**src/rtl/axis_loop_sched.sv**
```systemverilog
// axis_loop_sched: periodic ADC -> PID -> DAC control-loop sequencer.
//
// Each period tick starts one sequence. The sequence requests the ADC
// conversions and waits for them, with a timeout. It then runs the shared PID
// unit for X and loads the X DAC, and after that does the same for Y.
//
// Build option: define SCHED_Y_AXIS_EN to sequence the Y axis as well. When it
// is undefined, only the X axis is handled. In that build y_adc_start,
// y_dac_load and pid_sel stay at 0.
//
// Ports:
//   clk_in                   system clock (about 82 MHz)
//   cnt_rstn                 asynchronous active-low reset
//   enable                   loop runs while high
//   err_clr                  pulse; clears overrun, adc_tmo and err_cnt
//   x/y_adc_start            conversion request pulses
//   x/y_adc_valid            conversion done pulses
//   pid_start, pid_sel       PID request pulse and served axis (0 = X, 1 = Y)
//   pid_done                 PID result ready pulse
//   x/y_dac_ready            DAC interface idle
//   x/y_dac_load             DAC update pulses
//   overrun                  sticky: tick arrived while a sequence was active
//   adc_tmo                  sticky: ADC conversion timed out
//   err_cnt                  saturating count of overruns plus timeouts
//   busy                     a sequence is in progress
module axis_loop_sched #(
    parameter int PERIOD_CYC = 273,
    parameter int ADC_TMO    = 200,
    parameter int ERR_W      = 8
) (
    input  logic             clk_in,
    input  logic             cnt_rstn,
    input  logic             enable,
    input  logic             err_clr,
    output logic             x_adc_start,
    output logic             y_adc_start,
    input  logic             x_adc_valid,
    input  logic             y_adc_valid,
    output logic             pid_start,
    output logic             pid_sel,
    input  logic             pid_done,
    input  logic             x_dac_ready,
    input  logic             y_dac_ready,
    output logic             x_dac_load,
    output logic             y_dac_load,
    output logic             overrun,
    output logic             adc_tmo,
    output logic [ERR_W-1:0] err_cnt,
    output logic             busy
);
    localparam int PW = (PERIOD_CYC > 1) ? $clog2(PERIOD_CYC) : 1;
    localparam int TW = $clog2(ADC_TMO + 1);
    localparam logic [PW-1:0] PER_LAST = PW'(PERIOD_CYC - 1);
    // The counter is loaded in CONV and reaches 0 in the ADC_TMO-th cycle after
    // adc_start. A valid pulse that arrives in that cycle is still accepted.
    localparam logic [TW-1:0] TMO_LOAD = TW'(ADC_TMO - 1);

    typedef enum logic [3:0] {
        IDLE, WAIT_TICK, CONV, WAIT_ADC, PID_X, WAIT_PX, DAC_X, PID_Y, WAIT_PY, DAC_Y
    } state_t;

    state_t          state, state_n;
    logic [PW-1:0]   per_cnt;
    logic [TW-1:0]   tmo_cnt;
    logic            tick, x_lat, x_ok, y_ok, adc_done, ovr_ev, tmo_ev;
    logic [ERR_W:0]  err_sum;

`ifdef SCHED_Y_AXIS_EN
    localparam bit Y_EN = 1'b1;
    logic y_lat;

    always_ff @(posedge clk_in or negedge cnt_rstn) begin
        if (!cnt_rstn)
            y_lat <= 1'b0;
        else if (state == CONV)
            y_lat <= 1'b0;
        else if (state == WAIT_ADC && y_adc_valid)
            y_lat <= 1'b1;
    end

    assign y_ok = y_lat | y_adc_valid;
`else
    localparam bit Y_EN = 1'b0;
    logic unused_y;

    assign unused_y = y_adc_valid;
    assign y_ok     = 1'b1;
`endif

    // Free-running period counter. It is held at 0 while the loop is disabled.
    always_ff @(posedge clk_in or negedge cnt_rstn) begin
        if (!cnt_rstn)
            per_cnt <= '0;
        else if (!enable || per_cnt == PER_LAST)
            per_cnt <= '0;
        else
            per_cnt <= per_cnt + 1'b1;
    end

    assign tick = enable && per_cnt == PER_LAST;

    always_ff @(posedge clk_in or negedge cnt_rstn) begin
        if (!cnt_rstn)
            tmo_cnt <= '0;
        else if (state == CONV)
            tmo_cnt <= TMO_LOAD;
        else if (state == WAIT_ADC && tmo_cnt != '0)
            tmo_cnt <= tmo_cnt - 1'b1;
    end

    always_ff @(posedge clk_in or negedge cnt_rstn) begin
        if (!cnt_rstn)
            x_lat <= 1'b0;
        else if (state == CONV)
            x_lat <= 1'b0;
        else if (state == WAIT_ADC && x_adc_valid)
            x_lat <= 1'b1;
    end

    // A pulse arriving in the same cycle counts toward completing the pair.
    assign x_ok     = x_lat | x_adc_valid;
    assign adc_done = x_ok & y_ok;
    assign tmo_ev   = state == WAIT_ADC && !adc_done && tmo_cnt == '0;
    // A tick outside WAIT_TICK is dropped, not queued. The drop is only recorded.
    assign ovr_ev   = tick && state != WAIT_TICK;

    // Both events can occur in the same cycle, so both are added. The carry
    // bit of the sum shows that the counter has saturated.
    assign err_sum = {1'b0, err_cnt} + (ERR_W+1)'(ovr_ev) + (ERR_W+1)'(tmo_ev);

    always_ff @(posedge clk_in or negedge cnt_rstn) begin
        if (!cnt_rstn) begin
            overrun <= 1'b0;
            adc_tmo <= 1'b0;
            err_cnt <= '0;
        end else if (err_clr) begin
            overrun <= 1'b0;
            adc_tmo <= 1'b0;
            err_cnt <= '0;
        end else begin
            if (ovr_ev)
                overrun <= 1'b1;
            if (tmo_ev)
                adc_tmo <= 1'b1;
            err_cnt <= err_sum[ERR_W] ? '1 : err_sum[ERR_W-1:0];
        end
    end

    always_ff @(posedge clk_in or negedge cnt_rstn) begin
        if (!cnt_rstn)
            state <= IDLE;
        else
            state <= state_n;
    end

    always_comb begin
        state_n = state;
        case (state)
            IDLE:      if (enable) state_n = WAIT_TICK;
            WAIT_TICK: state_n = tick ? CONV : (!enable ? IDLE : WAIT_TICK);
            CONV:      state_n = WAIT_ADC;
            WAIT_ADC:  state_n = adc_done ? PID_X : (tmo_cnt == '0 ? WAIT_TICK : WAIT_ADC);
            PID_X:     state_n = WAIT_PX;
            WAIT_PX:   if (pid_done) state_n = DAC_X;
            DAC_X:     if (x_dac_ready) state_n = Y_EN ? PID_Y : WAIT_TICK;
            PID_Y:     state_n = WAIT_PY;
            WAIT_PY:   if (pid_done) state_n = DAC_Y;
            DAC_Y:     if (y_dac_ready) state_n = WAIT_TICK;
            default:   state_n = IDLE;
        endcase
    end

    always_comb begin
        x_adc_start = state == CONV;
        y_adc_start = Y_EN && state == CONV;
        pid_start   = state == PID_X || state == PID_Y;
        pid_sel     = Y_EN && (state == PID_Y || state == WAIT_PY);
        x_dac_load  = state == DAC_X && x_dac_ready;
        y_dac_load  = Y_EN && state == DAC_Y && y_dac_ready;
        busy        = state != IDLE && state != WAIT_TICK;
    end
endmodule

```
**config.mk**
```make
export PLATFORM = sky130hd
export DESIGN_NAME = axis_loop_sched
export DESIGN_NICKNAME = d
export VERILOG_FILES = /design/src/rtl/axis_loop_sched.sv
export SDC_FILE = /design/constraint.sdc
export NUM_CORES = 1
export LEC_CHECK = 0
export ABC_AREA = 0
export CAP_MARGIN = 10
export CORE_UTILIZATION = 58
export CTS_BUF_LIST = sky130_fd_sc_hd__clkbuf_8 sky130_fd_sc_hd__clkbuf_16
export DETAILED_ROUTE_END_ITERATION = 8
export HOLD_SLACK_MARGIN = 0.05
export PLACE_DENSITY = 0.86
export SLEW_MARGIN = 20
export SYNTH_ARGS = -nofsm -noshare
export SYNTH_HDL_FRONTEND = slang
export SYNTH_SLANG_ARGS = --single-unit
export TNS_END_PERCENT = 10
```
**constraint.sdc**
```tcl
create_clock -name clk_in -period 6.1 [get_ports clk_in]
set_input_delay 0.915 -clock clk_in [delete_from_list [all_inputs] [get_ports clk_in]]
set_output_delay 0.915 -clock clk_in [all_outputs]
set_load 0.01 [all_outputs]
```
* After elaboration in Yosys (flattened, before gate mapping)
Cells that the tools add are included.
** Operators by class
- Reduce and logical (&&, ||, !) cells :: 21
- Muxes and demuxes :: 21
- Bitwise operators :: 1
- Add/sub/neg operators :: 4
- Eq/ne operators :: 16
** Operators by type and width (number)
- 4-bit case mux with 10 select lines :: 1
- 8-bit two-way mux :: 4
- 4-bit two-way mux :: 5
- 4-bit by 3-bit equality test with 1-bit output, second input constant :: 4
- 2-bit inequality test, second input constant :: 5
- 8-bit by 1-bit adder with 9-bit output :: 1
- 9-bit by 1-bit adder with 9-bit output :: 1
- 9-bit by 1-bit adder with 9-bit output, second input constant :: 1
- 9-bit equality test, second input constant :: 1
- 9-bit two-way mux :: 1
- 4-bit by 2-bit equality test with 1-bit output, second input constant :: 2
- 4-bit equality test, second input constant :: 2
- 1-bit logical AND :: 8
- 8-bit logical NOT :: 1
- 2-bit nonzero test :: 4
- 8-bit nonzero test :: 1
- 8-bit by 1-bit subtractor with 8-bit output, second input constant :: 1
- 1-bit two-way mux :: 7
- 5-bit AND reduction :: 1
- 4-bit by 1-bit equality test with 1-bit output, second input constant :: 1
- 4-bit logical NOT :: 1
- 2-bit two-way mux :: 2
- 4-bit by 1-bit inequality test with 1-bit output, second input constant :: 1
- 4-bit nonzero test :: 1
- other kinds (4) :: 6
** Word-level totals
- Output and inout port bits :: 17
- Flip-flop bits (word level) :: 32

* Longest topological paths before layout
- Depth after elaboration :: 7
- Depth in mapped cells :: 10

* Least setup slack after synthesis
Ideal clock, no wire load.
- Kind :: register to register
- From :: register tmo_cnt[0]
- To :: register err_cnt[0]
- Required time :: 6022 ps
- Setup slack :: 3384 ps
- Buffers on the path :: 0
- Stages on the path, launching flop included :: 11
- Arrival time :: 2638 ps
- Library setup time :: 78 ps
- Cell sequence :: dfrtp_1 > inv_1 > ha_1 > or3b_1 > nor3_1 > nand3_1 > fa_1 > and4b_1 > and3_1 > nand3_1 > a21oi_1
** Between the ends
- Word-level cells in the longest chain between the ends :: 5
** Ends and longest elaborated chain
- start, declared :: RTL line 64 : logic [TW-1:0] tmo_cnt;
- start signal, assigned :: RTL line 108 : tmo_cnt <= tmo_cnt - 1'b1;
- 8-bit logical NOT :: RTL line 123 : assign tmo_ev = state == WAIT_ADC && !adc_done && tmo_cnt == '0;
- 1-bit logical AND :: RTL line 123
- 9-bit by 1-bit adder with 9-bit output :: RTL line 129 : assign err_sum = {1'b0, err_cnt} + (ERR_W+1)'(ovr_ev) + (ERR_W+1)'(tmo_ev);
- 8-bit two-way mux :: RTL line 145 : err_cnt <= err_sum[ERR_W] ? '1 : err_sum[ERR_W-1:0];
- 8-bit two-way mux :: RTL line 136 : end else if (err_clr) begin
- end signal, assigned :: RTL line 145
- end, declared :: RTL line 48 : output logic [ERR_W-1:0] err_cnt,
Every way passes these cells.
A chain may end at the register's enable or synchronous reset.

* Worst setup path after layout
- From :: input port enable
- To :: register err_cnt[2]
** Between the ends
- Word-level cells in the longest chain between the ends :: 6
** Ends and longest elaborated chain
- start, declared :: RTL line 33 : input logic enable,
- 1-bit logical AND :: RTL line 100 : assign tick = enable && per_cnt == PER_LAST;
- 1-bit logical AND :: RTL line 125 : assign ovr_ev = tick && state != WAIT_TICK;
- 8-bit by 1-bit adder with 9-bit output :: RTL line 129
- 9-bit by 1-bit adder with 9-bit output :: RTL line 129
- 8-bit two-way mux :: RTL line 145
- 8-bit two-way mux :: RTL line 136
Every way passes these cells.

==> impl_metrics.tcl <==
set metrics [dict create \
    final_nets 216 \
    synth-edff-count 0 \
    swShare_pct 23.9 \
    fin_skew_ns 0.00955 \
    post-route-period-util_pct 51.9 \
    root_buffer "clkbuf_8" \
    initial_core_util_pct 62.7 \
    layout_common_cells "32 x dfrtp_1, 21 x clkdlybuf4s50_1, 20 x nor2_1, 14 x a21oi_1" \
    n_antenna_cell 0 \
    powerDensity_nw_per_um2 203 \
    cts_tree "done" \
    cp.required_ns 6.30 \
    chipHeight_um 57.1 \
    drtAntennaViolNets 0 \
    async_reset_ff_share_pct 100 \
    rsz0062_at_grt "false" \
    setup_tns_ns 0 \
    ctsLongestPathBuffers 2 \
    end_kind "flop" \
    cts_max_level 2 \
    peakVddDrop_mv 0.163 \
    grt_overflow_total 0 \
    first_pass_iters 5 \
    fillCellCount 213 \
    ys_ff_latch 32 \
    p_leak_nw 0.914 \
    first_iter_violations 94 \
    arrival_ns 3.37 \
    synth_ff_type "dfrtp_1" \
    grt_max_degree 33 \
    port_buffers 21 \
    vias 1439 \
    power_switching_w 0.000100 \
    min_path_type "flop to flop" \
    clkTransAtPathRegs_ns 0.07 \
    cts_setup_buffers 0 \
    final_common_cell "dfrtp_1" \
    viasPerCell 6.12 \
    clock-sinks 32 \
    core_region_area_um2 2810 \
    setup_viol 0 \
    area_delta_synth_final_pct 17.1 \
    die_area_um2 3260 \
    status "completed" \
    drv_slew 0 \
    synth_seq_area_share_pct 45.6 \
    p_int_w 0.000318 \
    grt_pass1_vias 1366 \
    die_x_um 57.1 \
    syn-cell-area_um2 1760 \
    cts_resized 0 \
    critPathLaunchType "primary input" \
    gp_congestion 0.855 \
    grt_pass1_wl_mm 6.07 \
    numCtsBuffers 5 \
    hold_viol 0 \
    pwr-share-comb_pct 7.0 \
    hpwlAfterDp_mm 2.52 \
    synth_warnings 0 \
    synth_area_leaders "dfrtp_1 46%, xor2_1 5.0%, nor2_1 4.3%" \
    synth_top_area_share_pct 45.6 \
    synth_cell_type_count 49 \
    max_freq_mhz 316 \
    io_pins 26 \
    drc_errors 0 \
    layout_setup_ws_ns 2.94 \
    wire_per_inst_um 15.0 \
    grt_usage_pct 24.6 \
    drv_cap 0 \
    drive_gt1_share_pct 6.86 \
    ctsHoldBuffers 0 \
    drt_wl_total_mm 3.53 \
    pre_cts_slack_ns 2.69 \
    fin_crit_ns 3.16 \
    syn_avg_cell_area_um2 9.71 \
    rows 19 \
    worstSetupPathType "primary input to flop" \
    crit_fanout 6 \
    seq_power_share_pct 53.5 \
    synth_top_area_cell "dfrtp_1" \
    p_clk_share_pct 39.4 \
    synthCells 181 \
    clock_latency_ns 0.28 \
    antenna_found_initial 0 \
]
-- cell families (layout without fill, tap and decap cells) --
family | count (synthesis) | count (layout) | synth area share (%)
AND/OR/NAND/NOR | 74 | 74 | 23.0
AO/OA/AOI/OAI | 35 | 35 | 14.4
flip-flops | 32 | 32 | 45.6
buffers and inverters | 19 | 40 | 5.34
XOR/XNOR | 14 | 14 | 6.97
adder cells (fa/ha/maj) | 4 | 4 | 3.27
multiplexers | 2 | 2 | 1.21
other | 1 | 3 | 0.213
-- layer usage --
metal / routed length, µm / up-vias / GRT usage, %
li1: - / 675 / -
met1: 1480 / 712 / 30.1
met2: 1830 / 45 / 40.8
met3: 156 / 7 / 5.44
met4: 61 / 0 / 12.9
met5: 0 / - / 0
-- path summary, 6_finish.rpt --
| check | startpoint | end | slack (ns) | depth (start not counted) |
|---|---|---|---|---|
| max | enable | err_cnt[2] | 2.94 | 8 |
| min reg2reg | overrun | overrun | 0.52 | 2 |
| min in group asynchronous | cnt_rstn | per_cnt[6] | 1.03 | 2 |
| max in group asynchronous | cnt_rstn | err_cnt[4] | 4.78 | 2 |
| min | overrun | overrun | 0.52 | 2 |
| max reg2reg | tmo_cnt[0] | err_cnt[2] | 2.97 | 10 |
-- sequential cells by signal, summed over array words and instances (netlist names) --
| signal | flops |
|---|---|
| tmo_cnt | 8 |
| x_lat | 1 |
| overrun | 1 |
| state | 4 |
| err_cnt | 8 |
| per_cnt | 9 |
| adc_tmo | 1 |
-- area by class of cell --
cell class                      count  area, µm²  share of cell area, %
Tap cell                           31       38.8                   1.88
Sequential cell                    32        801                   38.9
Inverter                           10       37.5                   1.82
Multi-Input combinational cell    132        871                   42.3
Clock buffer                        6       82.6                   4.01
Timing Repair Buffer               22        218                   10.6
Clock inverter                      2       10.0                  0.486
-- worst max-delay path, cell delays in order --
cell and delay (ns):
clkdlybuf4s50_1 0.58, inv_1 0.09, a211o_1 0.33, fa_1 0.44
and4b_1 0.38, and3_1 0.24, nand3_1 0.20, a21oi_1 0.19
-- power groups by stage --
| stage | Combinational (W) | Clock (W) | Sequential (W) |
|---|---|---|---|
| floorplan | 0.0000246 | 0 | 0.000222 |
| global placement | 0.0000279 | 0 | 0.000227 |
| detailed placement | 0.0000296 | 0 | 0.000227 |
| CTS | 0.0000298 | 0.000170 | 0.000223 |
| global route | 0.0000341 | 0.000176 | 0.000224 |
| finish | 0.0000295 | 0.000165 | 0.000224 |
-- Yosys cell counts (3+ instances only) --
master / instances
dfrtp_1: 32
nor2_1: 20
a21oi_1: 14
inv_1: 10
nand2_1: 10
xor2_1: 10
nand3_1: 9
nor3_1: 6
o21ai_0: 5
and3_1: 4
nor2b_1: 4
xnor2_1: 4
buf_2: 3
buf_4: 3
ha_1: 3
nand4_1: 3
nor3b_1: 3
or3_1: 3
or4_1: 3
-- metrics by stage --
stage / cell area (µm²) / power (W) / hold slack (ns) / instances / utilization [%]
global route: 2060 / 0.000434 / 0.535 / 235 / 73.4
detailed placement: 1970 / 0.000257 / 0.512 / 227 / 70.1
global placement: 1970 / 0.000255 / 0.507 / 227 / 70.1
floorplan: 1770 / 0.000247 / 0.489 / 183 / -
CTS: 2060 / 0.000423 / 0.522 / 235 / 73.4
finish: 2060 / 0.000418 / 0.520 / 235 / 73.4
Power figures use the tool's default switching activity.
